File: config.mk
export PLATFORM = sky130hd
export DESIGN_NAME = pipeline_hazard_ctrl
export DESIGN_NICKNAME = d
export VERILOG_FILES = /design/src/rtl/pipeline_hazard_ctrl.sv
export SDC_FILE = /design/constraint.sdc
export NUM_CORES = 1
export LEC_CHECK = 0
export ABC_AREA = 0
export ABC_CLOCK_PERIOD_IN_PS = 5200
export BUFFER_PORTS_ARGS = -buffer_cell sky130_fd_sc_hd__buf_4
export CAP_MARGIN = 15
export CORE_MARGIN = 2
export CORE_UTILIZATION = 42
export DETAILED_ROUTE_END_ITERATION = 7
export GPL_TIMING_DRIVEN = 0
export PLACE_DENSITY = 0.62
export SETUP_SLACK_MARGIN = 0.2
export SYNTH_ARGS = -nofsm -noshare
export SYNTH_HDL_FRONTEND = slang
export SYNTH_SLANG_ARGS = --single-unit
File: constraint.sdc
create_clock -name clk -period 5.2 [get_ports clk]
set_input_delay 0.26 -clock clk [delete_from_list [all_inputs] [get_ports clk]]
set_output_delay 0.26 -clock clk [all_outputs]
set_load 0.01 [all_outputs]
File: src/rtl/pipeline_hazard_ctrl.sv
// Hazard/forwarding controller: tracks in-flight register writes from EX to WB,
// drives operand forwarding selects, load-use stalls and branch flushes.
// Optional feature macro: HAZARD_FORWARD_EN (forwarding); undefined = stall-only.
module pipeline_hazard_ctrl #(
  parameter int unsigned DEPTH      = 3,
  parameter int unsigned BR_STAGE   = 3,
  parameter int unsigned LOAD_READY = 2,
  parameter int unsigned REG_W      = 5,
  parameter int unsigned FWD_W      = $clog2(DEPTH + 1)
) (
  input  logic             clk,
  input  logic             reset,
  input  logic             id_valid,
  input  logic [REG_W-1:0] id_rs1,
  input  logic [REG_W-1:0] id_rs2,
  input  logic             id_use_rs1,
  input  logic             id_use_rs2,
  input  logic [REG_W-1:0] id_rd,
  input  logic             id_w_reg,
  input  logic             id_is_load,
  input  logic             br_taken,
  output logic             stall,
  output logic             flush_if_id,
  output logic             flush_id_ex,
  output logic [FWD_W-1:0] fwd_a,
  output logic [FWD_W-1:0] fwd_b,
  output logic [31:0]      stall_count
);

  logic [DEPTH:1]            sb_valid;
  logic [DEPTH:1]            sb_load;
  logic [DEPTH:1][REG_W-1:0] sb_rd;

  logic             id_req;
  logic             found_a, found_b;
  logic             load_a, load_b;
  logic [FWD_W-1:0] sel_a, sel_b;
  logic             lu_a, lu_b;
  logic             hz_a, hz_b;
  logic [FWD_W-1:0] fwd_a_int, fwd_b_int;
  logic             stall_int;

  assign id_req = id_valid & id_w_reg & (id_rd != '0);

  // Youngest (lowest stage number) matching producer wins for each operand.
  always_comb begin
    found_a = 1'b0;
    load_a  = 1'b0;
    sel_a   = '0;
    found_b = 1'b0;
    load_b  = 1'b0;
    sel_b   = '0;
    for (int unsigned k = 1; k <= DEPTH; k++) begin
      if (!found_a && id_use_rs1 && (id_rs1 != '0) && sb_valid[k] && (sb_rd[k] == id_rs1)) begin
        found_a = 1'b1;
        load_a  = sb_load[k];
        sel_a   = FWD_W'(k);
      end
      if (!found_b && id_use_rs2 && (id_rs2 != '0) && sb_valid[k] && (sb_rd[k] == id_rs2)) begin
        found_b = 1'b1;
        load_b  = sb_load[k];
        sel_b   = FWD_W'(k);
      end
    end
  end

  assign lu_a = found_a & load_a & (32'(sel_a) < LOAD_READY);
  assign lu_b = found_b & load_b & (32'(sel_b) < LOAD_READY);

`ifdef HAZARD_FORWARD_EN
  assign hz_a      = lu_a;
  assign hz_b      = lu_b;
  assign fwd_a_int = lu_a ? '0 : sel_a;
  assign fwd_b_int = lu_b ? '0 : sel_b;
`else
  // Register file has no write-through, so any in-flight producer must drain first.
  logic unused_fwd;
  assign unused_fwd = ^{lu_a, lu_b, sel_a, sel_b};
  assign hz_a      = found_a;
  assign hz_b      = found_b;
  assign fwd_a_int = '0;
  assign fwd_b_int = '0;
`endif

  assign stall_int   = ~reset & id_valid & (hz_a | hz_b) & ~br_taken;
  assign stall       = stall_int;
  assign flush_if_id = ~reset & br_taken;
  assign flush_id_ex = ~reset & (br_taken | stall_int);
  assign fwd_a       = reset ? '0 : fwd_a_int;
  assign fwd_b       = reset ? '0 : fwd_b_int;

  always_ff @(posedge clk) begin
    if (reset) begin
      sb_valid    <= '0;
      sb_load     <= '0;
      sb_rd       <= '0;
      stall_count <= '0;
    end else begin
      sb_valid[1] <= id_req & ~stall_int & ~br_taken;
      sb_load[1]  <= id_is_load;
      sb_rd[1]    <= id_rd;
      // A taken branch kills everything younger than itself; it moves on to BR_STAGE+1.
      for (int unsigned k = 2; k <= DEPTH; k++) begin
        sb_valid[k] <= sb_valid[k-1] & ~(br_taken & (k <= BR_STAGE));
        sb_load[k]  <= sb_load[k-1];
        sb_rd[k]    <= sb_rd[k-1];
      end
      if (stall_int && (stall_count != '1))
        stall_count <= stall_count + 32'd1;
    end
  end

endmodule

==> impl_results.md, run 1 <==
* CTS buffer count at 5
* Ys Warns at 0
* Yosys reg bits at 50
* Slew HR at 64.4%
* Synth unique cells at 49
* Worst path required time at 5400 ps
* Async set or reset register ratio after synthesis at 0%
* Largest net degree at the start of global routing at 16
* Final std cell area, no fill at 3450 µm²
* Least-Margin Pin Slew at 534 ps
* FF/Latch Area at 1000 µm²
* Initial antenna violation count at 0
* Main synth FF type: dfxtp_1
* Arr. time, crit path at 2650 ps
* Critical Path Fanout Max at 10
* Reported net switching power at 169 µW
* ANT cells at 0
* Ports at 62
* # setup viols final at 0
* Max Cap Violations at 0
* Fin. Hold Viols at 0
* First-pass GRT wire length at 11.4 mm
* Status: completed
* Post-DR vias/cell at 5.39
* Max rail drop VDD at 0.000124 V
* Die Width at 85.4 µm
* Yosys top cell by area: dfxtp_1
* Layout Skew at 7.12 ps
* Number of synthesized flops with an enable pin at 0
* Initial Util at 43.6%
* DRC errors left at 0
* FP Rows at 29
* Total GRT Usage at 19.3%
* Die height at 85.4 µm
* Area occupied by multi-input gates at 1680 µm²
* Placer Congestion at 0.809
* Clock power frac at 42.4%
* Post-Syn Area at 2780 µm²
* Synth cell count leaders: 50 x dfxtp_1, 28 x nor2b_1, 24 x xor2_1, 21 x nor2_1
* DRT antenna net count at 0
* Leak pwr at 1.43 nW
* Register area share after synthesis at 36.0%
* Synth top area cells: dfxtp_1 36%, xor2_1 7.6%, nor2b_1 6.3%
* FMAX at 408 MHz
* CTS resizes at 0
* Port Buffers at 55
* Crit share post-route at 47.1%
* Synth top area share at 36.0%
* Seq pwr share at 49.5%
* CTS tree: done
* Syn_area_per_cell at 9.16 µm²
* Total congestion overflow at 0
* DR vias at 2411
* Hold slack final at 166 ps
* Post-CTS setup buffers at 0
* Layout net count at 393
* Root Driver: clkbuf_8
* Post-layout util at 54.0%
* Internal at 624 µW
* Hold buffers post-CTS at 0
* Placed cell area at 3300 µm²
* Max Buffers Root-to-Sink at 2
* PD cells at 230 nW/µm²
* Post-Syn Instances at 304
* Setup TNS at 0 ps
* Setup crit end kind: flip-flop
* Comb pwr share at 8.0%
* Fillers at 629
* H-Tree Depth at 2
* Area Overhead vs Synth at 23.8%
* Hold Path Class: input pin to flip-flop
* Drt total wl at 6.86 mm
* Core Region at 6390 µm²
* Vias in the first global route at 2305
* Switching share of total power at 21.3%
* DIE AREA at 7300 µm²
* Clk sinks at 50
* First-pass DRT Iterations at 4
* Most common cell in the synthesized netlist: dfxtp_1
* Final HPWL DP at 5.29 mm
* RSZ-0062 raised after global routing: no
* Iteration-0 DRC Markers at 116
* Final min period at 2450 ps
* Fraction of layout instances using a drive strength above 1 at 24.1%
* Reg clk slew, reported paths at 90 ps
* Mean routed wirelength per cell at 15.4 µm
* Launching element type of the critical path: flip-flop
* Critical path type: flip-flop to flip-flop
* Slew Viols, Final at 0
* Clk_lat worst skew at 300 ps
==> logic make-up after synthesis <==
| group | count (synthesis) | share of synthesized area (%) |
|---|---|---|
| XOR/XNOR | 38 | 12.0 |
| flip-flops | 50 | 36.0 |
| other | 1 | 0.135 |
| AND/OR/NAND/NOR | 143 | 30.6 |
| adder cells (fa/ha/maj) | 1 | 0.449 |
| AO/OA/AOI/OAI | 42 | 11.6 |
| buffers and inverters | 17 | 4.18 |
| multiplexers | 12 | 5.08 |
==> worst max-delay path: stages, from the launching register on <==
cell	delay (ps)
dfxtp_1	370
ha_1	220
and3_1	220
and4_4	190
buf_6	130
a31oi_4	160
o31ai_2	150
and2_4	200
buf_6	140
nor3_1	250
mux2_4	320
==> layout make-up <==
| class | count | area share (%) |
|---|---|---|
| Multi-Input combinational cell | 240 | 48.7 |
| Sequential cell | 50 | 29.0 |
| Clock inverter | 2 | 1.74 |
| Tap cell | 77 | 2.79 |
| Inverter | 1 | 0.109 |
| Clock buffer | 6 | 2.40 |
| Timing Repair Buffer | 55 | 12.0 |
| Buffer | 16 | 3.27 |
==> layer usage <==
layer	track usage (%)	routed length [µm]
met1	27.5	3330
met2	30.5	3170
met3	2.82	310
met4	5.19	59
met5	0	0
==> state kept, by name, indices dropped and copies added, names as in the netlist <==
name	flops
sb_valid	3
stall_count	32
sb_rd	15
==> through the flow <==
step | power (mW) | cells | worst slack (ps)
CTS | 0.799 | 447 | 2750
detailed placement | 0.466 | 439 | 2770
finish | 0.793 | 447 | 2750
floorplan | 0.436 | 307 | 2940
global placement | 0.464 | 439 | 2810
global route | 0.822 | 447 | 2640
==> cell usage in the layout, fill, tap and decap left out, types with 3 or more instances in the layout <==
cell type   n
o21ai_1     6
mux2_1      9
dfxtp_1    50
clkbuf_8    6
nor2b_1    28
and3_1     12
conb_1      4
nand4_1    13
buf_6       5
buf_4      59
nand3_1    10
a21oi_1    14
nand2_1    11
and4_1      4
and4_4      3
xor2_1     24
and2_1      4
xnor2_1    14
o31ai_1     5
nor4_1      8
nor2_1     21
clkbuf_1    7
or3_1       6
or4_1       5
nor3_1      6
==> final timing paths <==
check                                    start              to  slack (ps)  depth (start not counted)
worst min register to register     sb_valid[1]     sb_valid[2]         490                          1
worst min-delay path                  br_taken     sb_valid[2]         170                          2
worst max-delay path            stall_count[0]  stall_count[9]        2750                         10
worst max register to register  stall_count[0]  stall_count[9]        2750                         10
==> power by group through the flow <==
stage               combinational, mW  clock [mW]  sequential, mW
floorplan                      0.0352           0           0.400
global placement               0.0628           0           0.401
detailed placement             0.0641           0           0.402
CTS                            0.0643       0.343           0.393
global route                   0.0707       0.358           0.393
finish                         0.0638       0.337           0.393
No activity file was read; power rests on OpenSTA's default activity.
==> run 2, diff against run 1 <==
- ABC_CLOCK_PERIOD_IN_PS: 5200 -> 2300
- clock period: 5.2 -> 2.3 ns (I/O delays scaled with it)
==> run 2 against run 1 <==
  * Hold slack lost 150 ps
  * Final cell count up 2.9%
  * Combinational power up 130%
  * Register-to-register slack lost 2600 ps
  * Core utilization rose by 3.7 points
  * Worst setup slack got worse by 2600 ps
  * Sequential power is 130% higher
  * Non-clock buffer count grew 13
  * Critical path type unchanged
  * Largest power group unchanged
  * Highest routed layer unchanged
==> impl_results.md, run 2 (synthesized netlist as in run 1, its figures left out) <==
* Clk sinks at 50
* Drt total wl at 7.41 mm
* DRT antenna net count at 0
* Worst path required time at 2500 ps
* Max Cap Violations at 0
* Hold slack final at 19.8 ps
* Iteration-0 DRC Markers at 123
* Port Buffers at 55
* ANT cells at 0
* Max rail drop VDD at 0.000261 V
* Fin. Hold Viols at 0
* Setup crit end kind: flip-flop
* Placed cells at 439
* Leak pwr at 1.53 nW
* Core Region at 6390 µm²
* Final min period at 2170 ps
* Initial Util at 43.6%
* Critical path type: flip-flop to flip-flop
* First-pass DRT Iterations at 4
* Hold Path Class: input pin to flip-flop
* Least-Margin Pin Slew at 616 ps
* Max Buffers Root-to-Sink at 2
* Top flop regs: stall_count (32), sb_rd (15), sb_valid (3)
* Largest net degree at the start of global routing at 15
* Critical-path cell list: and4_2 -> and4_4 -> a31oi_4 -> o31ai_4 -> nand2_2 -> buf_6 -> nand3_1 -> mux2_1
* Vias in the first global route at 2444
* DIE AREA at 7300 µm²
* Max reg flops at 32
* H-Tree Depth at 2
* Final Non-Filler Cells at 460
* Slew HR at 58.9%
* FMAX at 462 MHz
* Die height at 85.4 µm
* Final HPWL DP at 5.22 mm
* Die Width at 85.4 µm
* Initial antenna violation count at 0
* Post-DR vias/cell at 5.51
* Total congestion overflow at 0
* Area Overhead vs Synth at 32.4%
* Launching element type of the critical path: flip-flop
* Fraction of layout instances using a drive strength above 1 at 36.6%
* Most frequent cells in the layout: 70 x buf_4, 34 x dfxtp_1, 28 x nor2b_1, 24 x xor2_1, 21 x nor2_1
* Status: completed
* CTS tree: done
* Family with the most delay on the worst path: simple AND/OR/NAND/NOR gates
* Critical Path Fanout Max at 10
* Clk_lat worst skew at 300 ps
* Commonest non-fill, non-tap cell in the layout: buf_4
* Reg clk slew, reported paths at 90 ps
* Hold buffers post-CTS at 0
* Crit path largest cell delay at 440 ps
* Slew Viols, Final at 0
* Register name with the most flops: stall_count
* Mean routed wirelength per cell at 16.1 µm
* First-pass GRT wire length at 12.0 mm
* RSZ-0062 raised after global routing: yes
* Arr. time, crit path at 2360 ps
* DR vias at 2536
* Crit share post-route at 94.2%
* PD cells at 445 nW/µm²
* Fillers at 618
* FP Rows at 29
* Placer Congestion at 0.822
* CTS buffer count at 5
* Root Driver: clkbuf_8
* Total GRT Usage at 20.7%
* # setup viols final at 0
* Ports at 62
* Layout Skew at 4.23 ps
* Slowest CP cell: dfxtp_1
* Post-layout util at 57.7%
* Setup TNS at 0 ps
* Worst path bufs/invs at 1
* Layout net count at 406
* DRC errors left at 0
==> run 2: changes by cell type in the layout (fill, tap and decap cells not counted), sizes merged <==
cell / change
buf: +13
bufinv: -2
clkbuf: +2
==> run 2: per-layer routing <==
layer	vias up	GRT usage (%)	wire length [µm]
li1	1235	-	-
met1	1234	29.2	3550
met2	60	32.5	3440
met3	7	3.31	345
met4	0	6.35	74
met5	-	0	0
==> run 2: power by group <==
group | internal, mW | total [mW] | switching (mW)
registers | 0.875 | 0.886 | 0.0111
logic | 0.0715 | 0.148 | 0.0762
clock network | 0.304 | 0.605 | 0.301
total | 1.25 | 1.64 | 0.388
==> run 2: cell type report <==
class / count / area (µm²) / share of cell area [%]
Multi-Input combinational cell: 240 / 1800 / 48.8
Clock buffer: 8 / 110 / 2.99
Sequential cell: 50 / 1030 / 27.8
Buffer: 16 / 116 / 3.16
Tap cell: 77 / 96.3 / 2.61
Timing Repair Buffer: 68 / 534 / 14.5
Inverter: 1 / 3.75 / 0.102
==> run 2: path summary, 6_finish.rpt <==
check	start	to	slack, ps	cells after the start
worst max register to register	stall_count[15]	stall_count[7]	130	8
worst max-delay path	stall_count[15]	stall_count[7]	130	8
worst min register to register	stall_count[31]	stall_count[31]	490	1
worst min-delay path	br_taken	sb_valid[3]	20	2
==> run 2: metrics by stage <==
stage | instance area [µm²] | setup slack, ps | total power, mW
final | 3680 | 134 | 1.64
after global routing | 3680 | 31.1 | 1.71
after CTS | 3570 | 121 | 1.65
after detailed placement | 3360 | 42.9 | 1.05
after global placement | 3360 | 73.0 | 1.05
after floorplan | 2850 | 166 | 0.984
==> run 2: repair_timing <==
item                       CTS  global route
buffers inserted             7             5
resized for setup            8            29
pin swaps                   17            21
gates cloned                 1             0
setup endpoints to repair   26            29
